==> config.mk <==
export PLATFORM = sky130hd
export DESIGN_NAME = ofm_tile_scheduler
export DESIGN_NICKNAME = d
export VERILOG_FILES = /design/src/rtl/ofm_tile_scheduler.sv
export SDC_FILE = /design/constraint.sdc
export NUM_CORES = 1
export LEC_CHECK = 0
export ABC_CLOCK_PERIOD_IN_PS = 4700
export CAP_MARGIN = 20
export CORE_ASPECT_RATIO = 1.25
export CORE_UTILIZATION = 58
export DETAILED_ROUTE_END_ITERATION = 10
export GPL_ROUTABILITY_DRIVEN = 0
export PLACE_DENSITY_LB_ADDON = 0.12
export SLEW_MARGIN = 5
export SYNTH_ARGS = -nofsm -noshare
export SYNTH_HDL_FRONTEND = slang
export SYNTH_SLANG_ARGS = --single-unit
==> constraint.sdc <==
create_clock -name clk -period 4.7 [get_ports clk]
set_input_delay 0.94 -clock clk [delete_from_list [all_inputs] [get_ports clk]]
set_output_delay 0.94 -clock clk [all_outputs]
set_load 0.01 [all_outputs]
==> src/rtl/ofm_tile_scheduler.sv <==
// Walks one conv layer's OFM tile by tile (col, then row, then filter group), pulsing tile_start and waiting for tile_done.
// Optional wait-phase watchdog enabled by defining TILE_TIMEOUT_EN.
module ofm_tile_scheduler #(
  parameter int SYSTOLIC_SIZE  = 16,
  parameter int OFM_SIZE       = 414,
  parameter int NO_FILTER      = 16,
  parameter int ADDR_WIDTH     = 22,
  parameter int TIMEOUT_CYCLES = 65535,
  localparam int NCOL  = (OFM_SIZE + SYSTOLIC_SIZE - 1) / SYSTOLIC_SIZE,
  localparam int NGRP  = NO_FILTER / SYSTOLIC_SIZE,
  localparam int CNT_W = $clog2(SYSTOLIC_SIZE + 1),
  localparam int COL_W = (NCOL > 1) ? $clog2(NCOL) : 1,
  localparam int ROW_W = (OFM_SIZE > 1) ? $clog2(OFM_SIZE) : 1,
  localparam int GRP_W = $clog2(NGRP) + 1
) (
  input  logic                  clk,
  input  logic                  rst_n,
  input  logic                  start,
  input  logic                  tile_done,
  output logic                  tile_start,
  output logic [ADDR_WIDTH-1:0] ofm_base_addr,
  output logic [CNT_W-1:0]      tile_valid_cnt,
  output logic [COL_W-1:0]      tile_col,
  output logic [ROW_W-1:0]      tile_row,
  output logic [GRP_W-1:0]      filter_grp,
  output logic                  busy,
  output logic                  done,
  output logic                  error
);

  localparam int     LAST_CNT   = OFM_SIZE - (NCOL - 1) * SYSTOLIC_SIZE;
  // Address jumps: end of a row to the next row start, end of a group to the next group start.
  localparam longint GRP_STEP_L = longint'(SYSTOLIC_SIZE) * OFM_SIZE * OFM_SIZE
                                - longint'(OFM_SIZE - 1) * OFM_SIZE
                                - longint'(NCOL - 1) * SYSTOLIC_SIZE;

  localparam logic [ADDR_WIDTH-1:0] COL_STEP = ADDR_WIDTH'(SYSTOLIC_SIZE);
  localparam logic [ADDR_WIDTH-1:0] ROW_STEP = ADDR_WIDTH'(LAST_CNT);
  localparam logic [ADDR_WIDTH-1:0] GRP_STEP = ADDR_WIDTH'(GRP_STEP_L);
  localparam logic [CNT_W-1:0]      FULL_CNT = CNT_W'(SYSTOLIC_SIZE);
  localparam logic [CNT_W-1:0]      TAIL_CNT = CNT_W'(LAST_CNT);
  localparam logic [COL_W-1:0]      COL_LAST = COL_W'(NCOL - 1);
  localparam logic [ROW_W-1:0]      ROW_LAST = ROW_W'(OFM_SIZE - 1);
  localparam logic [GRP_W-1:0]      GRP_LAST = GRP_W'(NGRP - 1);

  typedef enum logic [2:0] {
    S_IDLE,
    S_ISSUE,
    S_WAIT,
    S_ADVANCE,
    S_FINISH
  } state_e;

  state_e                  state_q, state_d;
  logic [COL_W-1:0]        col_q, col_d;
  logic [ROW_W-1:0]        row_q, row_d;
  logic [GRP_W-1:0]        grp_q, grp_d;
  logic [ADDR_WIDTH-1:0]   addr_q, addr_d;
  logic [CNT_W-1:0]        cnt_q, cnt_d;
  logic                    busy_q, busy_d;
  logic                    last_tile;

`ifdef TILE_TIMEOUT_EN
  localparam int TO_W = $clog2(TIMEOUT_CYCLES + 1);
  localparam logic [TO_W-1:0] TO_LAST = TO_W'(TIMEOUT_CYCLES - 1);
  logic [TO_W-1:0] wcnt_q, wcnt_d;
  logic            err_q, err_d;
`endif

  always_comb begin
    state_d   = state_q;
    col_d     = col_q;
    row_d     = row_q;
    grp_d     = grp_q;
    addr_d    = addr_q;
    cnt_d     = cnt_q;
    busy_d    = busy_q;
`ifdef TILE_TIMEOUT_EN
    wcnt_d    = wcnt_q;
    err_d     = err_q;
`endif
    last_tile = (col_q == COL_LAST) && (row_q == ROW_LAST) && (grp_q == GRP_LAST);

    case (state_q)
      S_IDLE: begin
        if (start) begin
          state_d = S_ISSUE;
          col_d   = '0;
          row_d   = '0;
          grp_d   = '0;
          addr_d  = '0;
          cnt_d   = (NCOL == 1) ? TAIL_CNT : FULL_CNT;
          busy_d  = 1'b1;
`ifdef TILE_TIMEOUT_EN
          err_d   = 1'b0;
`endif
        end
      end
      S_ISSUE: begin
        state_d = S_WAIT;
`ifdef TILE_TIMEOUT_EN
        wcnt_d  = '0;
`endif
      end
      S_WAIT: begin
        if (tile_done) begin
          state_d = S_ADVANCE;
        end
`ifdef TILE_TIMEOUT_EN
        else if (wcnt_q == TO_LAST) begin
          state_d = S_IDLE;
          busy_d  = 1'b0;
          err_d   = 1'b1;
        end else begin
          wcnt_d  = wcnt_q + TO_W'(1);
        end
`endif
      end
      S_ADVANCE: begin
        if (last_tile) begin
          state_d = S_FINISH;
          busy_d  = 1'b0;
        end else begin
          state_d = S_ISSUE;
          if (col_q != COL_LAST) begin
            col_d  = col_q + COL_W'(1);
            addr_d = addr_q + COL_STEP;
          end else begin
            col_d = '0;
            if (row_q != ROW_LAST) begin
              row_d  = row_q + ROW_W'(1);
              addr_d = addr_q + ROW_STEP;
            end else begin
              row_d  = '0;
              grp_d  = grp_q + GRP_W'(1);
              addr_d = addr_q + GRP_STEP;
            end
          end
          cnt_d = (col_d == COL_LAST) ? TAIL_CNT : FULL_CNT;
        end
      end
      S_FINISH: state_d = S_IDLE;
      default:  state_d = S_IDLE;
    endcase
  end

  always_ff @(posedge clk or negedge rst_n) begin
    if (!rst_n) begin
      state_q <= S_IDLE;
      col_q   <= '0;
      row_q   <= '0;
      grp_q   <= '0;
      addr_q  <= '0;
      cnt_q   <= '0;
      busy_q  <= 1'b0;
`ifdef TILE_TIMEOUT_EN
      wcnt_q  <= '0;
      err_q   <= 1'b0;
`endif
    end else begin
      state_q <= state_d;
      col_q   <= col_d;
      row_q   <= row_d;
      grp_q   <= grp_d;
      addr_q  <= addr_d;
      cnt_q   <= cnt_d;
      busy_q  <= busy_d;
`ifdef TILE_TIMEOUT_EN
      wcnt_q  <= wcnt_d;
      err_q   <= err_d;
`endif
    end
  end

  assign tile_start     = (state_q == S_ISSUE);
  assign done           = (state_q == S_FINISH);
  assign busy           = busy_q;
  assign ofm_base_addr  = addr_q;
  assign tile_valid_cnt = cnt_q;
  assign tile_col       = col_q;
  assign tile_row       = row_q;
  assign filter_grp     = grp_q;
`ifdef TILE_TIMEOUT_EN
  assign error          = err_q;
`else
  assign error          = 1'b0;
`endif

endmodule

==> results.yml <==
status:
  status: "complete, no violations"
placed_design:
  hpwlAfterDp_um: 5560
  portBuffers: 46
  placed_cell_area_mm2: 0.00350
  placed_cells: 460
finish:
  final_layout_size_suffix_gt1_share_pct: 5.15
  instances_no_fill: 470
  nets: 428
  area_growth_pct: 20.9
  multi_input_area_mm2: 0.00184
  final_area_mm2: 0.00367
  seqCellArea_mm2: 0.00105
  insertedDiodeCount: 0
  fillers: 389
die:
  start_util_pct: 60.2
  rows: 29
  dieHeight_um: 82.9
  die-area_mm2: 0.00553
  num_io_pins: 50
  fp.dieW_um: 66.7
  core_mm2: 0.00504
clock_network:
  cts_root_buf: "clkbuf_8"
  numCtsBuffers: 5
  cts_setup_buffers: 0
  tritoncts_num_sinks: 42
  cts_tree: "yes"
  clk_pin_slew_ps: 90
  cts.hold.buffers_added: 0
  cts.path.max_buffers: 2
  cts_resized: 0
  clk_latency_ps: 310
  htreeDepth: 2
sta:
  slew_viol_final: 0
  skew_ps: 9.86
  finalCriticalPeriod_ps: 3580
  worstMarginPinSlew_ps: 1020
  fin_crit_sh_pct: 76.1
  finalSetupTns_ps: 0
  slew_headroom_pct: 32.2
  setup_viol: 0
  hold_violations: 0
  max_freq_mhz: 280
  rsz0062_at_grt: "false"
critical_path:
  endpoint_kind: "register"
  cp-startpoint: "tile_row[0]"
  cp_max_fo: 10
  crit_required_ps: 4900
  worst_ep_arrival_time_ps: 3780
  crit_path_start_kind: "register"
  r2r-start: "tile_row[0]"
  crit_type: "register to register"
pwr:
  power_density_mw_per_mm2: 400
  fin_total_pwr_uw: 1470
  ir_drop_mv: 0.278
  leakagePower_uw: 0.00150
synthesis:
  synth.most_common_cell: "nand2_1"
  netlist_area_mm2: 0.00304
  synth.avg_cell_area_um2: 8.32
  ys_seq_area_share_pct: 34.6
  yosysTopAreaCell: "dfrtp_1"
  syn_inst: 365
  synth-seq-cells: 42
  synth_cell_types: 63
  synth_ff_type: "dfrtp_1"
  synth.area.top_cells: "dfrtp_1 (35%), ha_1 (6.6%), nand2_1 (5.7%)"
  synthTopCellsByCount: "nand2_1 (46), dfrtp_1 (42), nor2_1 (35)"
  yosysTopAreaCellShare_pct: 34.6
  synth_edf_count: 0
  yosys_warnings: 0
  ys_async_sr_fraction_pct: 100
grt:
  grt_usage_pct: 30.3
  gr-total-overflow: 0
  grt_pass1_vias: 2706
  grt_max_degree: 43
  grt_pass1_wl_um: 12900
  antenna_found_initial: 0
worst_hold_path:
  min_path_type: "register to register"
  hp-start: "tile_valid_cnt[4]"
run:
  drv_cap: 0
route:
  drt_iter0_drc: 270
  postRouteAntennaNets: 0
  routedWlPerCell_um: 17.2
  viasPerCell: 6.31
  drt_wl_total_um: 8080
  vias: 2964
  drcViolationCount: 0
  drtPass1Iterations: 5
==> power breakdown <==
part           internal [uW]  leakage, uW  switching [uW]
clock network            213    0.0000683             146
logic                    241     0.000872             324
registers                423     0.000562             121
==> path summary, 6_finish.rpt <==
path | end | slack (ps) | depth (start not counted)
max in group asynchronous | tile_row[5] | 3580 | 2
max | ofm_base_addr[21] | 1120 | 11
min reg2reg | tile_valid_cnt[4] | 500 | 2
max reg2reg | ofm_base_addr[21] | 1120 | 11
min in group asynchronous | ofm_base_addr[8] | 610 | 1
min | tile_valid_cnt[4] | 500 | 2
==> metal layers <==
metal	GRT usage, %	vias to the layer above	share of wire (%)
li1	-	1401	-
met1	37.7	1439	41
met2	49.1	99	50
met3	5.63	25	4.9
met4	14.5	0	3.2
met5	0	-	0
==> logic make-up (layout without fill, tap and decap cells) <==
logic type / Yosys count / count (layout) / share of synthesized area [%]
compound gates: 102 / 102 / 22.1
other cells: 1 / 3 / 0.124
xor+xnor: 20 / 20 / 5.77
simple gates: 151 / 151 / 24.9
fa+ha+maj: 17 / 17 / 7.25
buf+inv: 31 / 72 / 4.91
mux: 1 / 1 / 0.330
flops: 42 / 42 / 34.6
==> area by class of cell <==
cell class	count	area share [%]
tap	62	2.11
multi-input combinational	294	50.2
timing repair buffer	51	14.0
inverter	13	1.33
sequential	42	28.6
clock buffer	5	1.87
clock inverter	3	1.87
==> per-stage QoR <==
stage / hold slack [ps] / setup WS (ps) / util (%)
2_1_floorplan: 535 / 1560 / -
3_3_place_gp: 481 / 1320 / 69.4
3_5_place_dp: 490 / 1150 / 69.4
4_1_cts: 511 / 1140 / 72.1
5_1_grt: 542 / 796 / 72.8
6_report: 501 / 1120 / 72.8
==> placed cells by master, fill, tap and decap left out, types with 4 or more instances in the layout <==
master | synthesis | routed
o31ai_1 | 5 | 5
o22ai_1 | 4 | 4
clkbuf_8 | 0 | 5
a21oi_1 | 16 | 16
o21ai_1 | 6 | 6
nor3b_1 | 4 | 4
dfrtp_1 | 42 | 42
nand2_1 | 46 | 46
a21o_1 | 7 | 7
xnor2_1 | 11 | 11
xor2_1 | 9 | 9
and3_1 | 5 | 5
ha_1 | 16 | 16
buf_4 | 6 | 4
nor2_1 | 35 | 35
nor3_1 | 7 | 7
nand2b_1 | 7 | 7
a31oi_1 | 4 | 4
o21ai_0 | 32 | 32
nand4_1 | 7 | 7
clkdlybuf4s50_1 | 0 | 45
nand3_1 | 12 | 12
or3_1 | 8 | 8
inv_1 | 13 | 13
==> critical path: stages, from the launching register on <==
cell and delay [ps]:
dfrtp_1 470, ha_1 230, nand4_1 110, or2_1 240
inv_1 250, fa_1 470, nor2b_1 160, o31ai_1 430
a21oi_1 200, o21ai_0 520, a2111oi_4 150, a211o_1 250
==> registers in the layout, indices dropped and copies added (netlist names) <==
signal	cells
busy	1
filter_grp	1
ofm_base_addr	21
state_q	3
tile_col	5
tile_row	9
tile_valid_cnt	2
Power figures use the tool's default switching activity.
